File: src/rtl/mips_multicycle_control_if.sv
// Control bundle between the multicycle MIPS control FSM and its datapath.
// The controller (master) reads the latched opcode/funct fields and drives
// every datapath strobe, mux select and ALU operation code.
interface mips_multicycle_control_if;
    logic [5:0] Opcode;
    logic [5:0] Funct;
    logic       IorD;
    logic       MemWrite;
    logic       IRWrite;
    logic       PCWrite;
    logic       BranchEq;
    logic       PCSrc;
    logic       ALUSrcA;
    logic       RegWrite;
    logic       MemtoReg;
    logic       RegDst;
    logic       BranchNeq;
    logic [1:0] ALUSrcB;
    logic [3:0] ALUControl;
    logic [3:0] State_o;
    logic       Illegal_o;

    modport master (
        input  Opcode, Funct,
        output IorD, MemWrite, IRWrite, PCWrite, BranchEq, PCSrc, ALUSrcA,
               RegWrite, MemtoReg, RegDst, BranchNeq, ALUSrcB, ALUControl,
               State_o, Illegal_o
    );

    modport slave (
        output Opcode, Funct,
        input  IorD, MemWrite, IRWrite, PCWrite, BranchEq, PCSrc, ALUSrcA,
               RegWrite, MemtoReg, RegDst, BranchNeq, ALUSrcB, ALUControl,
               State_o, Illegal_o
    );
endinterface

File: src/rtl/mips_multicycle_control.sv
// Moore-style control FSM for the multicycle MIPS datapath. Sequences
// fetch/decode/execute/memory/writeback and decodes opcode/funct into ALU
// operations. All outputs are combinational from the state register plus the
// instruction fields; reset additionally masks every write enable.
module mips_multicycle_control (
    input  logic                       clk,
    input  logic                       reset,
    mips_multicycle_control_if.master  ctrl
);
    localparam logic [3:0] ALU_ADD = 4'd0;
    localparam logic [3:0] ALU_SUB = 4'd1;
    localparam logic [3:0] ALU_AND = 4'd2;
    localparam logic [3:0] ALU_OR  = 4'd3;
    localparam logic [3:0] ALU_SLT = 4'd4;
    localparam logic [3:0] ALU_NOR = 4'd5;

    localparam logic [5:0] OP_RTYPE = 6'h00;
    localparam logic [5:0] OP_BEQ   = 6'h04;
    localparam logic [5:0] OP_BNE   = 6'h05;
    localparam logic [5:0] OP_ADDI  = 6'h08;
    localparam logic [5:0] OP_SLTI  = 6'h0A;
    localparam logic [5:0] OP_ANDI  = 6'h0C;
    localparam logic [5:0] OP_ORI   = 6'h0D;
    localparam logic [5:0] OP_LW    = 6'h23;
    localparam logic [5:0] OP_SW    = 6'h2B;

    typedef enum logic [3:0] {
        S_FETCH    = 4'd0,
        S_DECODE   = 4'd1,
        S_MEMADR   = 4'd2,
        S_MEMRD    = 4'd3,
        S_MEMWB    = 4'd4,
        S_MEMWR    = 4'd5,
        S_RTYPE_EX = 4'd6,
        S_RTYPE_WB = 4'd7,
        S_BRANCH   = 4'd8,
        S_IMM_EX   = 4'd9,
        S_IMM_WB   = 4'd10
    } state_t;

    state_t state_q;
    state_t state_d;

    // Instruction class decode; only meaningful from DECODE onward.
    logic       is_rtype, is_lw, is_sw, is_beq, is_bne, is_imm;
    logic       funct_ok;
    logic [3:0] funct_alu;
    logic [3:0] imm_alu;

    // Opcode and funct decode into instruction classes and ALU codes.
    always_comb begin
        is_rtype  = (ctrl.Opcode == OP_RTYPE);
        is_lw     = (ctrl.Opcode == OP_LW);
        is_sw     = (ctrl.Opcode == OP_SW);
        is_beq    = (ctrl.Opcode == OP_BEQ);
        is_bne    = (ctrl.Opcode == OP_BNE);
        is_imm    = (ctrl.Opcode == OP_ADDI) || (ctrl.Opcode == OP_SLTI) ||
                    (ctrl.Opcode == OP_ANDI) || (ctrl.Opcode == OP_ORI);
        funct_ok  = 1'b1;
        funct_alu = ALU_ADD;
        case (ctrl.Funct)
            6'h20:   funct_alu = ALU_ADD;
            6'h22:   funct_alu = ALU_SUB;
            6'h24:   funct_alu = ALU_AND;
            6'h25:   funct_alu = ALU_OR;
            6'h27:   funct_alu = ALU_NOR;
            6'h2A:   funct_alu = ALU_SLT;
            default: funct_ok  = 1'b0;
        endcase
        imm_alu = ALU_ADD;
        case (ctrl.Opcode)
            OP_SLTI: imm_alu = ALU_SLT;
            OP_ANDI: imm_alu = ALU_AND;
            OP_ORI:  imm_alu = ALU_OR;
            default: imm_alu = ALU_ADD;
        endcase
    end

    // State register; reset takes effect on the clock edge only.
    always_ff @(posedge clk) begin
        if (reset) begin
            state_q <= S_FETCH;
        end else begin
            state_q <= state_d;
        end
    end

    // Next-state and Moore outputs; every output defaults to 0 / ALU_ADD.
    always_comb begin
        state_d         = S_FETCH;
        ctrl.IorD       = 1'b0;
        ctrl.MemWrite   = 1'b0;
        ctrl.IRWrite    = 1'b0;
        ctrl.PCWrite    = 1'b0;
        ctrl.BranchEq   = 1'b0;
        ctrl.PCSrc      = 1'b0;
        ctrl.ALUSrcA    = 1'b0;
        ctrl.RegWrite   = 1'b0;
        ctrl.MemtoReg   = 1'b0;
        ctrl.RegDst     = 1'b0;
        ctrl.BranchNeq  = 1'b0;
        ctrl.ALUSrcB    = 2'b00;
        ctrl.ALUControl = ALU_ADD;
        ctrl.Illegal_o  = 1'b0;

        case (state_q)
            S_FETCH: begin
                ctrl.IRWrite = 1'b1;
                ctrl.PCWrite = 1'b1;
                ctrl.ALUSrcB = 2'b01;
                state_d      = S_DECODE;
            end
            S_DECODE: begin
                // Branch target is computed here speculatively.
                ctrl.ALUSrcB = 2'b11;
                if (is_lw || is_sw)              state_d = S_MEMADR;
                else if (is_rtype && funct_ok)   state_d = S_RTYPE_EX;
                else if (is_beq || is_bne)       state_d = S_BRANCH;
                else if (is_imm)                 state_d = S_IMM_EX;
                else begin
                    // Unsupported encodings retire as a nop.
                    ctrl.Illegal_o = 1'b1;
                    state_d        = S_FETCH;
                end
            end
            S_MEMADR: begin
                ctrl.ALUSrcA = 1'b1;
                ctrl.ALUSrcB = 2'b10;
                if (is_lw)      state_d = S_MEMRD;
                else if (is_sw) state_d = S_MEMWR;
                else            state_d = S_FETCH;
            end
            S_MEMRD: begin
                ctrl.IorD = 1'b1;
                state_d   = S_MEMWB;
            end
            S_MEMWB: begin
                ctrl.MemtoReg = 1'b1;
                ctrl.RegWrite = 1'b1;
                state_d       = S_FETCH;
            end
            S_MEMWR: begin
                ctrl.IorD     = 1'b1;
                ctrl.MemWrite = 1'b1;
                state_d       = S_FETCH;
            end
            S_RTYPE_EX: begin
                ctrl.ALUSrcA    = 1'b1;
                ctrl.ALUControl = funct_alu;
                state_d         = S_RTYPE_WB;
            end
            S_RTYPE_WB: begin
                ctrl.RegDst   = 1'b1;
                ctrl.RegWrite = 1'b1;
                state_d       = S_FETCH;
            end
            S_BRANCH: begin
                // The datapath ORs PCWrite with (branch strobe & zero flag).
                ctrl.ALUSrcA    = 1'b1;
                ctrl.ALUControl = ALU_SUB;
                ctrl.PCSrc      = 1'b1;
                ctrl.BranchEq   = is_beq;
                ctrl.BranchNeq  = is_bne;
                state_d         = S_FETCH;
            end
            S_IMM_EX: begin
                ctrl.ALUSrcA    = 1'b1;
                ctrl.ALUSrcB    = 2'b10;
                ctrl.ALUControl = imm_alu;
                state_d         = S_IMM_WB;
            end
            S_IMM_WB: begin
                ctrl.RegWrite = 1'b1;
                state_d       = S_FETCH;
            end
            default: begin
                state_d = S_FETCH;
            end
        endcase

        // Reset masks every enable immediately so an aborted instruction
        // cannot leave a partial write behind.
        if (reset) begin
            ctrl.MemWrite  = 1'b0;
            ctrl.IRWrite   = 1'b0;
            ctrl.PCWrite   = 1'b0;
            ctrl.RegWrite  = 1'b0;
            ctrl.BranchEq  = 1'b0;
            ctrl.BranchNeq = 1'b0;
            ctrl.Illegal_o = 1'b0;
        end
    end

    assign ctrl.State_o = state_q;
endmodule

File: src/flat_wrapper.sv
// flat-port wrapper written by rule: the top's interface ports become plain ports
module mips_multicycle_control_flat 
  (clk, reset, ctrl_Opcode, ctrl_Funct, ctrl_IorD, ctrl_MemWrite, ctrl_IRWrite, ctrl_PCWrite, ctrl_BranchEq, ctrl_PCSrc, ctrl_ALUSrcA, ctrl_RegWrite, ctrl_MemtoReg, ctrl_RegDst, ctrl_BranchNeq, ctrl_ALUSrcB, ctrl_ALUControl, ctrl_State_o, ctrl_Illegal_o);
  mips_multicycle_control_if ctrl_i ();
  input  logic clk;
  input  logic reset;
  input wire logic [$bits(ctrl_i.Opcode)-1:0] ctrl_Opcode;
  input wire logic [$bits(ctrl_i.Funct)-1:0] ctrl_Funct;
  output wire logic [$bits(ctrl_i.IorD)-1:0] ctrl_IorD;
  output wire logic [$bits(ctrl_i.MemWrite)-1:0] ctrl_MemWrite;
  output wire logic [$bits(ctrl_i.IRWrite)-1:0] ctrl_IRWrite;
  output wire logic [$bits(ctrl_i.PCWrite)-1:0] ctrl_PCWrite;
  output wire logic [$bits(ctrl_i.BranchEq)-1:0] ctrl_BranchEq;
  output wire logic [$bits(ctrl_i.PCSrc)-1:0] ctrl_PCSrc;
  output wire logic [$bits(ctrl_i.ALUSrcA)-1:0] ctrl_ALUSrcA;
  output wire logic [$bits(ctrl_i.RegWrite)-1:0] ctrl_RegWrite;
  output wire logic [$bits(ctrl_i.MemtoReg)-1:0] ctrl_MemtoReg;
  output wire logic [$bits(ctrl_i.RegDst)-1:0] ctrl_RegDst;
  output wire logic [$bits(ctrl_i.BranchNeq)-1:0] ctrl_BranchNeq;
  output wire logic [$bits(ctrl_i.ALUSrcB)-1:0] ctrl_ALUSrcB;
  output wire logic [$bits(ctrl_i.ALUControl)-1:0] ctrl_ALUControl;
  output wire logic [$bits(ctrl_i.State_o)-1:0] ctrl_State_o;
  output wire logic [$bits(ctrl_i.Illegal_o)-1:0] ctrl_Illegal_o;
  assign ctrl_i.Opcode = ctrl_Opcode;
  assign ctrl_i.Funct = ctrl_Funct;
  assign ctrl_IorD = ctrl_i.IorD;
  assign ctrl_MemWrite = ctrl_i.MemWrite;
  assign ctrl_IRWrite = ctrl_i.IRWrite;
  assign ctrl_PCWrite = ctrl_i.PCWrite;
  assign ctrl_BranchEq = ctrl_i.BranchEq;
  assign ctrl_PCSrc = ctrl_i.PCSrc;
  assign ctrl_ALUSrcA = ctrl_i.ALUSrcA;
  assign ctrl_RegWrite = ctrl_i.RegWrite;
  assign ctrl_MemtoReg = ctrl_i.MemtoReg;
  assign ctrl_RegDst = ctrl_i.RegDst;
  assign ctrl_BranchNeq = ctrl_i.BranchNeq;
  assign ctrl_ALUSrcB = ctrl_i.ALUSrcB;
  assign ctrl_ALUControl = ctrl_i.ALUControl;
  assign ctrl_State_o = ctrl_i.State_o;
  assign ctrl_Illegal_o = ctrl_i.Illegal_o;
  mips_multicycle_control u_core (.clk(clk), .reset(reset), .ctrl(ctrl_i));
endmodule
File: config.mk
export PLATFORM = sky130hd
export DESIGN_NAME = mips_multicycle_control_flat
export DESIGN_NICKNAME = d
export VERILOG_FILES = /design/src/rtl/mips_multicycle_control_if.sv /design/src/rtl/mips_multicycle_control.sv /design/src/flat_wrapper.sv
export SDC_FILE = /design/constraint.sdc
export NUM_CORES = 1
export LEC_CHECK = 0
export CAP_MARGIN = 10
export CORE_MARGIN = 2
export CORE_UTILIZATION = 37
export CTS_CLUSTER_DIAMETER = 40
export DETAILED_ROUTE_END_ITERATION = 8
export PLACE_DENSITY_LB_ADDON = 0.1
export SLEW_MARGIN = 20
export SYNTH_ARGS = -nofsm -noshare
export SYNTH_HDL_FRONTEND = slang
export SYNTH_SLANG_ARGS = --single-unit
File: constraint.sdc
create_clock -name clk -period 1.7 [get_ports clk]
set_input_delay 0.34 -clock clk [delete_from_list [all_inputs] [get_ports clk]]
set_output_delay 0.34 -clock clk [all_outputs]
set_load 0.03 [all_outputs]
==> summary.md, run 1 <==
| Metric | Value |
|---|---|
| Outcome | `aborted with a tool error` |
| Stop stage | `global routing` |
| Tool error | `[ERROR DPL-0038] Utilization greater than 100%, impossible to legalize` |
| Clock buffer depth | `2` |
| Die Wd | `44.9 µm` |
| Mapped Nets | `103` |
| Ys flop type | `dfxtp_1` |
| Worst EP kind | `top-level output` |
| Synth warn | `0` |
| Post-Syn Area per Cell | `6.96 µm²` |
| CTS root buffer | `clkbuf_4` |
| Mapped Area | `619 µm²` |
| Initial Utilization | `0.402` |
| Ports | `36` |
| Synth Area in Compound Gates | `0.277` |
| Post-synth top area cell | `dfxtp_1` |
| Pin count of the biggest net entering global routing | `15` |
| Flops & latches, synth | `4` |
| Synth cell types | `41` |
| CTS Sinks | `4` |
| Post-synth EDFFs | `0` |
| IO Port Bufs | `34` |
| GPL Wtd Cong | `0.845` |
| CTS Buf Count | `3` |
| Largest family of logic cells by synthesized area | `simple AND/OR/NAND/NOR gates` |
| Share of the synthesized area in the top cell type | `0.129` |
| Number of cell rows | `14` |
| Asr flop ratio synth | `0` |
| Synth Area in Adders | `0` |
| Die height | `44.9 µm` |
| CTS Hold Buffers Added | `0` |
| Synth top area cells | `dfxtp_1 13%, nor2_1 5.5%, nor3_1 4.8%` |
| CTS H-tree depth | `1` |
| DP HPWL | `1.92 mm` |
| Xor/xnor share of the synthesized area | `0.0141` |
| Post-GRT worst EP | `ctrl_ALUControl[1]` |
| Register area share after synthesis | `0.129` |
| Multiplexer area fraction after synthesis | `0.0364` |
| Post-Syn Instances | `89` |
| Dpl cell area | `1240 µm²` |
| Post-Synth Simple-Gate Area | `0.453` |
| Setup WS pre-CTS | `-0.586 ns` |
Yosys cell counts, types with 3 or more instances:
library cell,number
nand2_1,8
inv_1,5
nand2b_1,4
a21oi_1,4
nor2_1,9
nor3_1,6
nor3b_1,3
dfxtp_1,4
buf_4,3
logic make-up after synthesis:
family,after synthesis
buf+inv,11
mux,2
xor+xnor,1
compound gates,23
flops,4
simple gates,47
other cells,1
repair_timing:
action | 4_1_cts
resized for setup | 56
pin swaps | 15
endpoints found under the setup margin | 21
setup buffers | 6
through the flow:
stage | std cells | TNS [ns] | utilization
2_1_floorplan | 89 | -0.206 | -
3_3_place_gp | 162 | -2.81 | 0.806
3_5_place_dp | 162 | -3.20 | 0.806
4_1_cts | 171 | -2.05 | 0.920
==> run 2, diff against run 1 <==
--- a/config.mk
+++ b/config.mk
@@ -6,11 +6,10 @@
 export NUM_CORES = 1
 export LEC_CHECK = 0
 export CAP_MARGIN = 10
-export CORE_MARGIN = 2
-export CORE_UTILIZATION = 37
-export CTS_CLUSTER_DIAMETER = 40
+export CORE_AREA = 2 2 63 65
 export DETAILED_ROUTE_END_ITERATION = 8
-export PLACE_DENSITY_LB_ADDON = 0.1
+export DIE_AREA = 0 0 65 67
+export PLACE_DENSITY_LB_ADDON = 0.15
 export SLEW_MARGIN = 20
 export SYNTH_ARGS = -nofsm -noshare
 export SYNTH_HDL_FRONTEND = slang
==> summary.md, run 2 <==
| Metric | Value |
|---|---|
| Largest register FFs | `4` |
| P_sw | `0.175 mW` |
| Number of cell rows | `22 (was 14)` |
| Worst Clk Skew | `0.000530 ns` |
| Share of the synthesized area in the top cell type | `0.129 (unchanged)` |
| Flop2flop setup slack | `0.37 ns` |
| Reg area | `95.1 µm²` |
| Max Cap Viol | `0` |
| Pin count of the biggest net entering global routing | `11` |
| CTS H-tree depth | `1 (unchanged)` |
| Worst path max stage delay | `0.39 ns` |
| Sw frac | `0.323` |
| Combined area of the multi-input logic cells | `721 µm²` |
| Flops & latches, synth | `4 (unchanged)` |
| Xor/xnor share of the synthesized area | `0.0141 (unchanged)` |
| Fmax | `525 MHz` |
| Vias in the first global route | `967` |
| Failing checks | `setup timing` |
| Number of iterations in the first detailed-routing pass | `6` |
| Vias per inst | `4.51` |
| Unrepaired setup endpoints after global routing | `true` |
| Final setup margin | `-0.203 ns` |
| Reg-to-Reg End | `u_core.ctrl.State_o[0]` |
| First-pass GRT wire length | `4.20 mm` |
| Post-synth EDFFs | `0 (unchanged)` |
| DP HPWL | `1.94 mm (was 1.92 mm)` |
| IO Port Bufs | `34 (unchanged)` |
| VDD IR max | `0.000182 V` |
| Clock buffer depth | `2 (unchanged)` |
| Leakage dissipation | `0.709 nW` |
| Final Setup Violations | `11` |
| Period minus WS final | `1.90 ns` |
| CP Launch Point | `u_core.ctrl.State_o[2]` |
| Post-synth top area cell | `dfxtp_1 (unchanged)` |
| Element type at the critical path start | `register` |
| Number of nets with antenna violations after routing | `0` |
| Mapped Nets | `103 (unchanged)` |
| CTS Buf Count | `3 (unchanged)` |
| Critical path peak fanout | `3` |
| Final Non-Filler Cells | `215` |
| Gate power share | `0.459` |
| Global-route total usage across every layer | `0.121` |
| Post-Synth Simple-Gate Area | `0.453 (unchanged)` |
| Ys flop type | `dfxtp_1 (unchanged)` |
| Post-layout nets | `183` |
| Fin Setup TNS | `-1.61 ns` |
| Die area | `4360 µm²` |
| Final worst-path cycle share | `1.12` |
| Outcome | `complete, but fails checks (was aborted with a tool error)` |
| Cell with the most instances after synthesis | `nor2_1 (unchanged)` |
| Final max-slew violation count | `0` |
| R2R cell count | `6` |
| Setup crit end | `ctrl_BranchNeq` |
| Critical Path RT | `1.36 ns` |
| Internal Pwr Total | `0.368 mW` |
| Reg-to-reg startpoint | `u_core.ctrl.State_o[0]` |
| Area grow syn2layout | `159%` |
| Via count | `969` |
| Crit Path Class | `register to primary output` |
| Multiplexer area fraction after synthesis | `0.0364 (unchanged)` |
| Synth cell types | `41 (unchanged)` |
| Total gr overflow | `0` |
| Part of the power in registers | `0.181` |
| Clock transition at the registers of the reported paths | `0.03 ns` |
| Mapped Area | `619 µm² (unchanged)` |
| Initial Utilization | `0.172 (was 0.402)` |
| TritonCTS clock tree | `done` |
| DRC | `0` |
| Clock power frac | `0.359` |
| Worst Path Arrival | `1.56 ns` |
| Synth Area in Adders | `0 (unchanged)` |
| Final Power | `0.543 mW` |
| Ports | `36 (unchanged)` |
| Asr flop ratio synth | `0 (unchanged)` |
| Commonest cells in the netlist | `9 x nor2_1, 8 x nand2_1, 6 x nor3_1 (unchanged)` |
| Die height | `67 µm (was 44.9 µm)` |
| Most frequent cells in the layout | `49 x buf_4, 15 x buf_6, 9 x dlygate4sd2_1` |
| FILL cells | `384` |
| Slowest cell on crit path | `or3_4` |
| Inst Count DP | `201 (was 162)` |
| CP cell instances | `nand2b_4, or3_4, nor4_4, and2_4, buf_6` |
| Worst min path class | `register to register` |
| GPL Wtd Cong | `0.744 (was 0.845)` |
| Largest family of logic cells by synthesized area | `simple AND/OR/NAND/NOR gates (unchanged)` |
| Register area share after synthesis | `0.129 (unchanged)` |
| Setup WS pre-CTS | `-0.564 ns (was -0.586 ns)` |
| Worst-Skew Late Latency | `0.21 ns` |
| Hold depth | `2` |
| Synth warn | `0 (unchanged)` |
| Power density cells | `339 nW/µm²` |
| # diodes | `0` |
| Fraction of layout instances using a drive strength above 1 | `0.701` |
| Crit end category | `primary output` |
| Initial DRC Count | `31` |
| Initial antenna violation count | `0` |
| Routed wire per std cell | `12.4 µm` |
| Post-Syn Area per Cell | `6.96 µm² (unchanged)` |
| Hold path startpoint | `u_core.ctrl.State_o[2]` |
| Core area | `3610 µm²` |
| Synth Area in Compound Gates | `0.277 (unchanged)` |
| Most common cell after layout, fill and taps aside | `buf_4` |
| Synth top area cells | `dfxtp_1 13%, nor2_1 5.5%, nor3_1 4.8% (unchanged)` |
| Core Util, Final | `0.444` |
| Final hold vios | `0` |
| CTS root buffer | `clkbuf_8 (was clkbuf_4)` |
| Final wirelength | `2.66 mm` |
| CTS Sinks | `4 (unchanged)` |
| Die Wd | `65 µm (was 44.9 µm)` |
| Post-Syn Instances | `89 (unchanged)` |
-- run 2: cell counts after synthesis --
No cell type changed its count.
-- run 2: final cells by class --
type | count | share of cell area
Clock buffer | 3 | 0.0258
Inverter | 5 | 0.0117
Multi-Input combinational cell | 74 | 0.450
Sequential cell | 4 | 0.0594
Tap cell | 48 | 0.0375
Timing Repair Buffer | 81 | 0.416
-- run 2: logic make-up (layout without fill, tap and decap cells) --
group	Yosys count	count (layout)
AOI/OAI and AO/OA	23	23
xor gates and xnor gates	1	1
buffers and inverters	11	89
DFF	4	4
muxes	2	2
other	1	1
and+or+nand+nor	47	47
-- run 2: power groups by stage --
| stage | sequential (mW) | combinational, mW | clock (mW) |
|---|---|---|---|
| 6_report | 0.0986 | 0.250 | 0.195 |
| 5_1_grt | 0.0990 | 0.269 | 0.211 |
| 4_1_cts | 0.0985 | 0.233 | 0.202 |
| 3_5_place_dp | 0.0985 | 0.226 | 0 |
| 3_3_place_gp | 0.0985 | 0.225 | 0 |
| 2_1_floorplan | 0.105 | 0.107 | 0 |
-- run 2: layer usage --
layer | global-route usage | vias up | wire length, µm
met2 | 0.215 | 37 | 1390
met5 | 0 | - | 0
li1 | - | 487 | -
met1 | 0.144 | 445 | 1110
met3 | 0.0389 | 0 | 164
met4 | 0.0186 | 0 | 0
-- run 2: critical path, delay by kind of cell, from the launching register on --
family / cells / cell delay [ns]
simple gates: 4 / 0.89
flops: 1 / 0.33
buf+inv: 1 / 0.12
-- run 2: worst min path at each step --
stage,endpoint,slack (ns)
after floorplan,u_core.ctrl.State_o[3],0.41
after global placement,u_core.ctrl.State_o[3],0.61
after detailed placement,u_core.ctrl.State_o[3],0.60
after CTS,u_core.ctrl.State_o[3],0.63
after global routing,u_core.ctrl.State_o[3],0.65
final,u_core.ctrl.State_o[3],0.63
-- run 2: repair_timing --
action,in CTS,in global routing
resized for setup,42,32
pin swaps,18,10
hold endpoints to repair,0,0
hold buffers,0,0
setup buffers,8,4
endpoints found under the setup margin,18,16
-- run 2: through the flow --
step / hold slack, ns / instance area, µm²
floorplan: 0.407 / 759
global placement: 0.608 / 1330
detailed placement: 0.600 / 1330
CTS: 0.628 / 1510
global route: 0.652 / 1600
finish: 0.626 / 1600
(Power assumes the default switching activity.)
